==> src/rtl/cosh_pkg.sv <==
// Shared definitions for the cosh Taylor-series sequencer: state encoding,
// multiplier operand selects and term-count sizing.
package cosh_pkg;

  localparam int MAX_TERMS = 8;
  localparam int CNT_W     = $clog2(MAX_TERMS);

  typedef enum logic [2:0] {
    IDLE     = 3'd0,
    WAIT_REL = 3'd1,
    INIT     = 3'd2,
    SQR      = 3'd3,
    ADD      = 3'd4,
    MULX     = 3'd5,
    MULC     = 3'd6,
    DONE     = 3'd7
  } state_t;

  localparam logic [1:0] SEL_XX  = 2'd0;  // x * x
  localparam logic [1:0] SEL_TX2 = 2'd1;  // term * x2
  localparam logic [1:0] SEL_TC  = 2'd2;  // term * coef[count]

  function automatic logic is_busy(state_t s);
    return (s != IDLE) && (s != DONE);
  endfunction

endpackage

==> src/rtl/cosh_seq_ctrl_if.sv <==
// Control/status bundle between the cosh sequencer and its datapath.
// master = sequencer side, slave = datapath/multiplier side.
interface cosh_seq_ctrl_if;
  logic       start;
  logic       x_zero;
  logic       mul_ack;
  logic       mul_req;
  logic [1:0] mul_sel;
  logic       ld_x;
  logic       ld_x2;
  logic       init_term;
  logic       ld_term;
  logic       clr_acc;
  logic       acc_en;
  logic [2:0] count;
  logic       co;
  logic [2:0] ps;
  logic       busy;
  logic       done;
  logic       err;

  modport master (
    input  start, x_zero, mul_ack,
    output mul_req, mul_sel, ld_x, ld_x2, init_term, ld_term, clr_acc, acc_en,
    output count, co, ps, busy, done, err
  );

  modport slave (
    output start, x_zero, mul_ack,
    input  mul_req, mul_sel, ld_x, ld_x2, init_term, ld_term, clr_acc, acc_en,
    input  count, co, ps, busy, done, err
  );
endinterface

==> src/rtl/cosh_term_counter.sv <==
// Term index counter (ROM address) with clear, increment, jump-to-last and
// a combinational carry-out flag for the final term.
module cosh_term_counter
  import cosh_pkg::*;
#(
  parameter int N_TERMS = 8
) (
  input  logic             clk,
  input  logic             rst,
  input  logic             clr,
  input  logic             en,
  input  logic             ld_max,
  output logic [CNT_W-1:0] count,
  output logic             co
);

  localparam logic [CNT_W-1:0] LAST = CNT_W'(N_TERMS - 1);

  logic [CNT_W-1:0] count_r;

  // term index register; saturates at the last term
  always_ff @(posedge clk or posedge rst) begin
    if (rst) begin
      count_r <= {CNT_W{1'b0}};
    end else if (clr) begin
      count_r <= {CNT_W{1'b0}};
    end else if (ld_max) begin
      count_r <= LAST;
    end else if (en && (count_r != LAST)) begin
      count_r <= count_r + CNT_W'(1);
    end else begin
      count_r <= count_r;
    end
  end

  assign count = count_r;
  assign co    = (count_r == LAST);

endmodule

==> src/rtl/cosh_seq_ctrl.sv <==
// Sequencer for a Taylor-series cosh datapath sharing one multiplier.
// Optional multiplier-ack watchdog enabled by defining COSH_CTRL_TIMEOUT_EN.
module cosh_seq_ctrl
  import cosh_pkg::*;
#(
  parameter int N_TERMS   = 8,
  parameter int TO_CYCLES = 15
) (
  input logic             clk,
  input logic             rst,
  cosh_seq_ctrl_if.master bus
);

  state_t           state_r;
  state_t           next_fsm_s;
  state_t           next_s;
  logic             req_s;
  logic [1:0]       sel_s;
  logic             ld_x_s, ld_x2_s, init_term_s, ld_term_s, clr_acc_s, acc_en_s;
  logic             cnt_clr_s, cnt_en_s, cnt_max_s;
  logic             abort_s;
  logic [CNT_W-1:0] count_s;
  logic             co_s;

  cosh_term_counter #(.N_TERMS(N_TERMS)) u_term_counter (
    .clk    (clk),
    .rst    (rst),
    .clr    (cnt_clr_s),
    .en     (cnt_en_s),
    .ld_max (cnt_max_s),
    .count  (count_s),
    .co     (co_s)
  );

  // present-state register
  always_ff @(posedge clk or posedge rst) begin
    if (rst) begin
      state_r <= IDLE;
    end else begin
      state_r <= next_s;
    end
  end

  // next-state and strobe decode; multiply strobes fire on the ack cycle
  always_comb begin
    next_fsm_s  = state_r;
    req_s       = 1'b0;
    sel_s       = SEL_XX;
    ld_x_s      = 1'b0;
    ld_x2_s     = 1'b0;
    init_term_s = 1'b0;
    ld_term_s   = 1'b0;
    clr_acc_s   = 1'b0;
    acc_en_s    = 1'b0;
    cnt_clr_s   = 1'b0;
    cnt_en_s    = 1'b0;
    cnt_max_s   = 1'b0;
    case (state_r)
      IDLE, DONE: begin
        if (bus.start) next_fsm_s = WAIT_REL;
        else           next_fsm_s = state_r;
      end
      WAIT_REL: begin
        if (!bus.start) next_fsm_s = INIT;
        else            next_fsm_s = WAIT_REL;
      end
      INIT: begin
        ld_x_s      = 1'b1;
        init_term_s = 1'b1;
        clr_acc_s   = 1'b1;
        cnt_clr_s   = 1'b1;
        next_fsm_s  = SQR;
      end
      SQR: begin
        if (bus.x_zero) begin
          // every higher term is zero: only term 0 (=1) gets accumulated
          cnt_max_s  = 1'b1;
          next_fsm_s = ADD;
        end else begin
          req_s = 1'b1;
          sel_s = SEL_XX;
          if (bus.mul_ack) begin
            ld_x2_s    = 1'b1;
            next_fsm_s = ADD;
          end else begin
            next_fsm_s = SQR;
          end
        end
      end
      ADD: begin
        acc_en_s = 1'b1;
        if (co_s) next_fsm_s = DONE;
        else      next_fsm_s = MULX;
      end
      MULX: begin
        req_s = 1'b1;
        sel_s = SEL_TX2;
        if (bus.mul_ack) begin
          ld_term_s  = 1'b1;
          next_fsm_s = MULC;
        end else begin
          next_fsm_s = MULX;
        end
      end
      MULC: begin
        req_s = 1'b1;
        sel_s = SEL_TC;
        if (bus.mul_ack) begin
          ld_term_s  = 1'b1;
          cnt_en_s   = 1'b1;
          next_fsm_s = ADD;
        end else begin
          next_fsm_s = MULC;
        end
      end
      default: begin
        next_fsm_s = IDLE;
      end
    endcase
  end

  assign next_s = abort_s ? DONE : next_fsm_s;

`ifdef COSH_CTRL_TIMEOUT_EN
  localparam int             WD_W    = (TO_CYCLES > 1) ? $clog2(TO_CYCLES) : 1;
  localparam logic [WD_W-1:0] WD_LAST = WD_W'(TO_CYCLES - 1);

  logic [WD_W-1:0] wd_r;
  logic            err_r;

  assign abort_s = req_s && !bus.mul_ack && (wd_r == WD_LAST);

  // cycles spent waiting on the current multiply request
  always_ff @(posedge clk or posedge rst) begin
    if (rst) begin
      wd_r <= {WD_W{1'b0}};
    end else if (req_s && !bus.mul_ack && !abort_s) begin
      wd_r <= wd_r + WD_W'(1);
    end else begin
      wd_r <= {WD_W{1'b0}};
    end
  end

  // sticky timeout flag, dropped as the next run enters INIT
  always_ff @(posedge clk or posedge rst) begin
    if (rst) begin
      err_r <= 1'b0;
    end else if (next_s == INIT) begin
      err_r <= 1'b0;
    end else if (abort_s) begin
      err_r <= 1'b1;
    end else begin
      err_r <= err_r;
    end
  end

  assign bus.err = err_r;
`else
  assign abort_s = 1'b0;
  assign bus.err = 1'b0;
`endif

  assign bus.mul_req   = req_s;
  assign bus.mul_sel   = sel_s;
  assign bus.ld_x      = ld_x_s;
  assign bus.ld_x2     = ld_x2_s;
  assign bus.init_term = init_term_s;
  assign bus.ld_term   = ld_term_s;
  assign bus.clr_acc   = clr_acc_s;
  assign bus.acc_en    = acc_en_s;
  assign bus.count     = count_s;
  assign bus.co        = co_s;
  assign bus.ps        = state_r;
  assign bus.busy      = is_busy(state_r);
  assign bus.done      = (state_r == DONE);

endmodule

==> src/flat_wrapper.sv <==
// flat-port wrapper written by rule: the top's interface ports become plain ports
module cosh_seq_ctrl_flat import cosh_pkg::*;
#(
  parameter int N_TERMS   = 8,
  parameter int TO_CYCLES = 15
)
  (clk, rst, bus_start, bus_x_zero, bus_mul_ack, bus_mul_req, bus_mul_sel, bus_ld_x, bus_ld_x2, bus_init_term, bus_ld_term, bus_clr_acc, bus_acc_en, bus_count, bus_co, bus_ps, bus_busy, bus_done, bus_err);
  cosh_seq_ctrl_if bus_i ();
  input logic clk;
  input logic rst;
  input wire logic [$bits(bus_i.start)-1:0] bus_start;
  input wire logic [$bits(bus_i.x_zero)-1:0] bus_x_zero;
  input wire logic [$bits(bus_i.mul_ack)-1:0] bus_mul_ack;
  output wire logic [$bits(bus_i.mul_req)-1:0] bus_mul_req;
  output wire logic [$bits(bus_i.mul_sel)-1:0] bus_mul_sel;
  output wire logic [$bits(bus_i.ld_x)-1:0] bus_ld_x;
  output wire logic [$bits(bus_i.ld_x2)-1:0] bus_ld_x2;
  output wire logic [$bits(bus_i.init_term)-1:0] bus_init_term;
  output wire logic [$bits(bus_i.ld_term)-1:0] bus_ld_term;
  output wire logic [$bits(bus_i.clr_acc)-1:0] bus_clr_acc;
  output wire logic [$bits(bus_i.acc_en)-1:0] bus_acc_en;
  output wire logic [$bits(bus_i.count)-1:0] bus_count;
  output wire logic [$bits(bus_i.co)-1:0] bus_co;
  output wire logic [$bits(bus_i.ps)-1:0] bus_ps;
  output wire logic [$bits(bus_i.busy)-1:0] bus_busy;
  output wire logic [$bits(bus_i.done)-1:0] bus_done;
  output wire logic [$bits(bus_i.err)-1:0] bus_err;
  assign bus_i.start = bus_start;
  assign bus_i.x_zero = bus_x_zero;
  assign bus_i.mul_ack = bus_mul_ack;
  assign bus_mul_req = bus_i.mul_req;
  assign bus_mul_sel = bus_i.mul_sel;
  assign bus_ld_x = bus_i.ld_x;
  assign bus_ld_x2 = bus_i.ld_x2;
  assign bus_init_term = bus_i.init_term;
  assign bus_ld_term = bus_i.ld_term;
  assign bus_clr_acc = bus_i.clr_acc;
  assign bus_acc_en = bus_i.acc_en;
  assign bus_count = bus_i.count;
  assign bus_co = bus_i.co;
  assign bus_ps = bus_i.ps;
  assign bus_busy = bus_i.busy;
  assign bus_done = bus_i.done;
  assign bus_err = bus_i.err;
  cosh_seq_ctrl #(.N_TERMS(N_TERMS), .TO_CYCLES(TO_CYCLES)) u_core (.clk(clk), .rst(rst), .bus(bus_i));
endmodule
==> config.mk <==
export PLATFORM = sky130hd
export DESIGN_NAME = cosh_seq_ctrl_flat
export DESIGN_NICKNAME = d
export VERILOG_FILES = /design/src/rtl/cosh_pkg.sv /design/src/rtl/cosh_seq_ctrl_if.sv /design/src/rtl/cosh_term_counter.sv /design/src/rtl/cosh_seq_ctrl.sv /design/src/flat_wrapper.sv
export SDC_FILE = /design/constraint.sdc
export NUM_CORES = 1
export LEC_CHECK = 0
export CAP_MARGIN = 20
export CORE_MARGIN = 4
export CORE_UTILIZATION = 35
export DETAILED_ROUTE_END_ITERATION = 10
export GPL_TIMING_DRIVEN = 1
export PLACE_DENSITY = 0.73
export SLEW_MARGIN = 20
export SYNTH_ARGS = -nofsm -noshare
export SYNTH_HDL_FRONTEND = slang
export SYNTH_SLANG_ARGS = --single-unit
==> constraint.sdc <==
create_clock -name clk -period 1.5 [get_ports clk]
set_input_delay 0.3 -clock clk [delete_from_list [all_inputs] [get_ports clk]]
set_output_delay 0.3 -clock clk [all_outputs]
set_load 0.01 [all_outputs]
# Yosys cells after proc, flatten, opt, wreduce, memory -nomap -nowiden
# Cells that the tools add are included.
[totals] register_bits=6 output_inout_bits=19
[classes] n_addsub=1 reduce_logical=7 mux=23 n_eq_ne=11
[op_table] op="3-bit one-hot mux with 7 select lines" n=1
[op_table] op="3-bit 2-to-1 mux" n=6
[op_table] op="3-bit == test, second input constant" n=5
[op_table] op="1-bit 2-to-1 mux" n=10
[op_table] op="2-bit 2-to-1 mux" n=4
[op_table] op="3-bit by 2-bit == test with 1-bit output, second input constant" n=2
[op_table] op="3-bit != test, second input constant" n=2
[op_table] op="3-bit nonzero test" n=2
[op_table] op="2-bit one-hot mux with 2 select lines" n=1
[op_table] op="2-bit OR reduction" n=2
[op_table] op="3-bit by 1-bit adder with 3-bit output, second input constant" n=1
[op_table] op="3-bit by 1-bit == test with 1-bit output, second input constant" n=1
[op_table] op="3-bit zero test" n=1
[op_table] op="1-bit logical AND" n=2
[op_table] op="2-bit != test, second input constant" n=1
[op_table] op="1-bit one-hot mux with 2 select lines" n=1

# Longest topological paths before layout
[depth] depth_word=6 ltp_mapped=5

# By module
# A second synthesis with hierarchy kept.
[unflattened] hier_cells=62 hier_area_um2=520.5
[by_module_without_submodules] mod="cosh_seq_ctrl" n_inst=1 cells_each=46 area_per_inst_um2=341.6 seq_area_each_um2=75.1
[by_module_without_submodules] mod="cosh_term_counter" n_inst=1 cells_each=16 area_per_inst_um2=178.9 seq_area_each_um2=75.1

# Worst setup path before layout
# No wires, ideal clock.
[synth_timing] path_kind="register -> register" from="reg u_core.u_term_counter.count_r[0] (netlist: u_core.u_term_counter.count[0])" to="reg u_core.u_term_counter.count_r[0] (netlist: u_core.u_term_counter.count[0])" path_buffers=0 t_required_ns=1.418 setup_slack_ns=-0.078 stages_incl_launch_ff=6 setup_time_ns=0.082 arrival_time_ns=1.496 synth_period_minus_slack_ns=1.578 cell_sequence="dfrtp_1 > ha_1 > ha_1 > nand2b_1 > or3_1 > a31oi_1"
[synth_between] elab_chain_len=4
[synth_rtl] item="start: declaration" line_no="cosh_term_counter.sv:19" source="logic [CNT_W-1:0] count_r;"
[synth_rtl] item="start signal: assignment" line_no="cosh_term_counter.sv:24" source="count_r <= {CNT_W{1'b0}};"
[synth_rtl] item="start signal: assignment" line_no="cosh_term_counter.sv:26" source="count_r <= {CNT_W{1'b0}};"
[synth_rtl] item="start signal: assignment" line_no="cosh_term_counter.sv:30" source="count_r <= count_r + CNT_W'(1);"
[synth_rtl] item="3-bit by 1-bit adder with 3-bit output" line_no="cosh_term_counter.sv:30"
[synth_rtl] item="3-bit 2-to-1 mux" line_no="cosh_term_counter.sv:29" source="end else if (en && (count_r != LAST)) begin"
[synth_rtl] item="3-bit 2-to-1 mux" line_no="cosh_term_counter.sv:27" source="end else if (ld_max) begin"
[synth_rtl] item="3-bit 2-to-1 mux" line_no="cosh_term_counter.sv:25" source="end else if (clr) begin"
# Several ways; a longest one is shown, not always the timed one. The select of a mux whose other input is x is not followed.
# A chain may end at the register's enable or synchronous reset.

# Worst setup path after layout
[layout_timing] from="reg u_core.state_r[0] (netlist: u_core.bus.ps[0])" to="out bus_mul_req"
[layout_between] elab_chain_len=3
[layout_rtl] item="start: declaration" line_no="cosh_seq_ctrl.sv:14" source="state_t state_r;"
[layout_rtl] item="start signal: assignment" line_no="cosh_seq_ctrl.sv:40" source="state_r <= next_s;"
[layout_rtl] item="3-bit == test" line_no="cosh_seq_ctrl.sv:58" source="case (state_r)"
[layout_rtl] item="2-bit OR reduction (no line)"
[layout_rtl] item="1-bit one-hot mux with 2 select lines *" line_no="cosh_seq_ctrl.sv:58"
[layout_rtl] item="end: declaration" line_no="flat_wrapper.sv:14" source="output wire logic [$bits(bus_i.mul_req)-1:0] bus_mul_req;"
# Every way passes the cells marked *; elsewhere a longest branch is shown, timed or not.

==> reports/summary.log <==
INFO  outcome        result_of_the_run=finished, violations left
INFO  outcome        failed_checks=setup timing
INFO  timing         setup_slack=-0.149ns
INFO  synth          synthCells=65
INFO  routing        detail_route.first_pass.iterations=4
INFO  timing         worst_hold_slack=0.301ns
INFO  grt            largest_net_degree_at_the_start_of_global_routing=10
INFO  worst_hold_path hp-class=input pin to asynchronous set/reset pin
INFO  timing         setup-violations-final=12
INFO  placed_design  io_buffer_count=22
INFO  worst_setup_path cp-start-kind=register
INFO  floorplan      core-area=0.00133mm2
INFO  synth          async_reset_ff_share=100%
INFO  power_and_ir_drop internal-power=0.00149W
INFO  timing         peak_freq=0.606GHz
INFO  worst_setup_path cp_max_fo=5
INFO  timing         finalCritPeriodShare=110%
INFO  grt            grt_remaining_overflow=0
INFO  timing         hold_viol_final=0
INFO  placed_design  hpwlAfterDp=1.15mm
INFO  grt            grt_use_total=20.2%
INFO  routing        drt-total-wl=2.14mm
INFO  clock_network  clkSinkCount=6
INFO  layout         antenna_cells=0
INFO  power_and_ir_drop power.net_switching=0.00105W
INFO  grt            wire_length_of_the_first_global_routing_pass=3.05mm
INFO  synth          yosys.area.top_type_share=29.5%
INFO  synth          yosys_register_bits=6
INFO  routing        remaining_drcs=0
INFO  synth          synthMostInstantiatedCell=sky130_fd_sc_hd__o21ai_0
INFO  synth          dominantRegCellSynth=sky130_fd_sc_hd__dfrtp_1
INFO  placed_design  last_weighted_congestion_value_of_the_routability_driven_placer=0.816
INFO  timing         finalClockSkew=0.00294ns
INFO  routing        vias=719
INFO  synth          netlist_top_cells_count=sky130_fd_sc_hd__o21ai_0 (7), sky130_fd_sc_hd__dfrtp_1 (6), sky130_fd_sc_hd__inv_1 (6), sky130_fd_sc_hd__nor2_1 (5)
INFO  layout         fin_nets=131
INFO  clock_network  cts.hold.buffers_added=0
INFO  power_and_ir_drop power_frac_seq=14.0%
INFO  clock_network  cts_tree=yes
INFO  routing        wl_per_cell=15.6um
INFO  clock_network  htree_levels=1
INFO  layout         count_of_fill_cells_added_during_filler_insertion=80
INFO  worst_setup_path critPathKind=register to output port
INFO  flow_run       maxCapViolations=0
INFO  grt            grt_pass1_vias=714
INFO  floorplan      floorplan.initialDensity=38.2%
INFO  clock_network  clockBufferDepth=2
INFO  timing         period_minus_slack=1.65ns
INFO  power_and_ir_drop power-per-cell-area=2310mW/mm2
INFO  placed_design  pre_cts_slack=-0.433ns
INFO  power_and_ir_drop share_comb_of_total_power=80.4%
INFO  synth          post_synth_num_cell_types=26
INFO  synth          yosys-top-cells-area=sky130_fd_sc_hd__dfrtp_1 (29%), sky130_fd_sc_hd__o21ai_0 (6.9%), sky130_fd_sc_hd__ha_1 (4.9%), sky130_fd_sc_hd__buf_4 (4.4%), sky130_fd_sc_hd__inv_1 (4.4%)
INFO  layout         area_delta_synth_final=115%
INFO  worst_setup_path crit_required=1.20ns
INFO  clock_network  clk_root_buffer_cell=sky130_fd_sc_hd__clkbuf_4
INFO  floorplan      fp.dieH=46.1um
INFO  clock_network  clock_latency=0.24ns
INFO  worst_setup_path worst_ep_arrival_time=1.35ns
INFO  synth          synth.net_count=72
INFO  synth          mappedNetlistArea=509um2
INFO  synth          synth.yosys.seq_area_share=29.5%
INFO  worst_setup_path end_kind=output port
INFO  synth          post-synth-top-area-cell=sky130_fd_sc_hd__dfrtp_1
INFO  floorplan      die_w=46.1um
INFO  floorplan      floorplan.io_pins=24
INFO  routing        drtAntennaViolNets=0
INFO  synth          count_of_flip_flops_with_a_built_in_enable_after_synthesis=0
INFO  timing         unrepaired_setup_endpoints_after_global_routing=yes
INFO  power_and_ir_drop power.ir.vdd_worst=1.27mV
INFO  synth          synth.avg_cell_area=7.83um2
INFO  synth          yosys_warnings=0
INFO  power_and_ir_drop p_leak=0.553nW
INFO  grt            grt_antenna_before_repair=0
INFO  layout         layout-drive-gt1-share=59.0%
INFO  power_and_ir_drop power.switching_fraction=41.3%
INFO  power_and_ir_drop pwr-share-clk=5.6%
INFO  routing        drt-vias-per-instance=5.25
INFO  clock_network  worst_setup_hold_path_clk_slew=0.04ns
INFO  routing        drt_iter0_markers=10
INFO  clock_network  tritoncts_buffer_count=3
INFO  floorplan      placement_rows=13
INFO  timing         slew_violations=0
INFO  floorplan      design.die.area=0.00213mm2
power by group through the flow:
stage | Combinational [W] | Sequential, W | Clock [W]
after floorplan | 0.000654 | 0.000364 | 0
after global placement | 0.00139 | 0.000370 | 0
after detailed placement | 0.00143 | 0.000378 | 0
after CTS | 0.00177 | 0.000338 | 0.000148
after global routing | 0.00217 | 0.000366 | 0.000161
final | 0.00204 | 0.000355 | 0.000142
path summary, 6_finish.rpt:
check                                          startpoint                        endpoint  slack, ns  cells past startpoint
max                                      u_core.bus.ps[0]                     bus_mul_req      -0.15                      5
min                                                   rst  u_core.u_term_counter.count[0]       0.30                      2
max reg2reg                              u_core.bus.ps[0]  u_core.u_term_counter.count[0]      -0.14                      6
min reg2reg                u_core.u_term_counter.count[2]  u_core.u_term_counter.count[2]       0.62                      2
max in group asynchronous                             rst                u_core.bus.ps[2]       0.99                      2
min in group clk           u_core.u_term_counter.count[2]  u_core.u_term_counter.count[2]       0.62                      2
cell families (layout without fill, tap and decap cells):
| group | Yosys count | after routing | share of synthesized area (%) |
|---|---|---|---|
| flip-flops | 6 | 6 | 29.5 |
| buffers and inverters | 13 | 70 | 12.8 |
| other | 1 | 1 | 0.736 |
| AND/OR/NAND/NOR | 21 | 21 | 24.6 |
| AO/OA/AOI/OAI | 21 | 21 | 25.8 |
| adder cells (fa/ha/maj) | 2 | 2 | 4.91 |
| XOR/XNOR | 1 | 1 | 1.72 |
state kept, by name, summed over array words and instances, names as in the netlist:
signal	count
u_core.bus.ps	3
u_core.u_term_counter.count	3
layer usage:
| metal | wire length [um] | vias up | GRT usage [%] |
|---|---|---|---|
| li1 | - | 342 | - |
| met1 | 836 | 347 | 22.6 |
| met2 | 1210 | 28 | 37.9 |
| met3 | 79 | 2 | 1.56 |
| met4 | 11 | 0 | 8.52 |
| met5 | 0 | - | 0 |
critical path, stage by stage, from the launching register on:
cell and delay [ns]:
sky130_fd_sc_hd__dfrtp_2 0.44, sky130_fd_sc_hd__buf_4 0.16, sky130_fd_sc_hd__nor3b_2 0.15, sky130_fd_sc_hd__o21ai_1 0.12, sky130_fd_sc_hd__o21ai_1 0.09, sky130_fd_sc_hd__buf_2 0.15
stage by stage:
step | utilization (%) | total power, W | instances | instance area, um2 | setup TNS, ns
after floorplan | - | 0.00102 | 65 | 519 | -0.0339
after global placement | 64.9 | 0.00176 | 115 | 866 | -2.68
after detailed placement | 64.9 | 0.00181 | 115 | 866 | -3.08
after CTS | 76.2 | 0.00225 | 134 | 1020 | -0.968
after global routing | 82.2 | 0.00269 | 137 | 1100 | -1.59
final | 82.2 | 0.00253 | 137 | 1100 | -0.879
cell usage in the layout (no fill, tap or decap), types with 3 or more instances in the layout:
cell type and n:
sky130_fd_sc_hd__buf_4 28, sky130_fd_sc_hd__buf_6 15, sky130_fd_sc_hd__buf_2 8, sky130_fd_sc_hd__o21ai_0 5, sky130_fd_sc_hd__dlygate4sd2_1 5, sky130_fd_sc_hd__inv_1 4, sky130_fd_sc_hd__clkdlybuf4s50_1 4, sky130_fd_sc_hd__nor2_1 3
sky130_fd_sc_hd__clkbuf_4 3, sky130_fd_sc_hd__dfrtp_2 3, sky130_fd_sc_hd__dfrtp_1 3
cell type report:
type,instances,area (um2),share of cell area [%]
clock buffers,3,22.5,2.05
inverters,6,25.0,2.28
multi-input cells,46,363,33.1
flip-flops and latches,6,154,14.0
well taps,15,18.8,1.71
repair buffers,61,513,46.8
timing repair:
| item | in CTS | in global routing |
|---|---|---|
| buffers inserted | 16 | 4 |
| pin swaps | 7 | 7 |
| gates resized for setup | 75 | 19 |
| endpoints found under the setup margin | 18 | 14 |
| endpoints found under the hold margin | 0 | 0 |
Power figures use the tool's default switching activity.
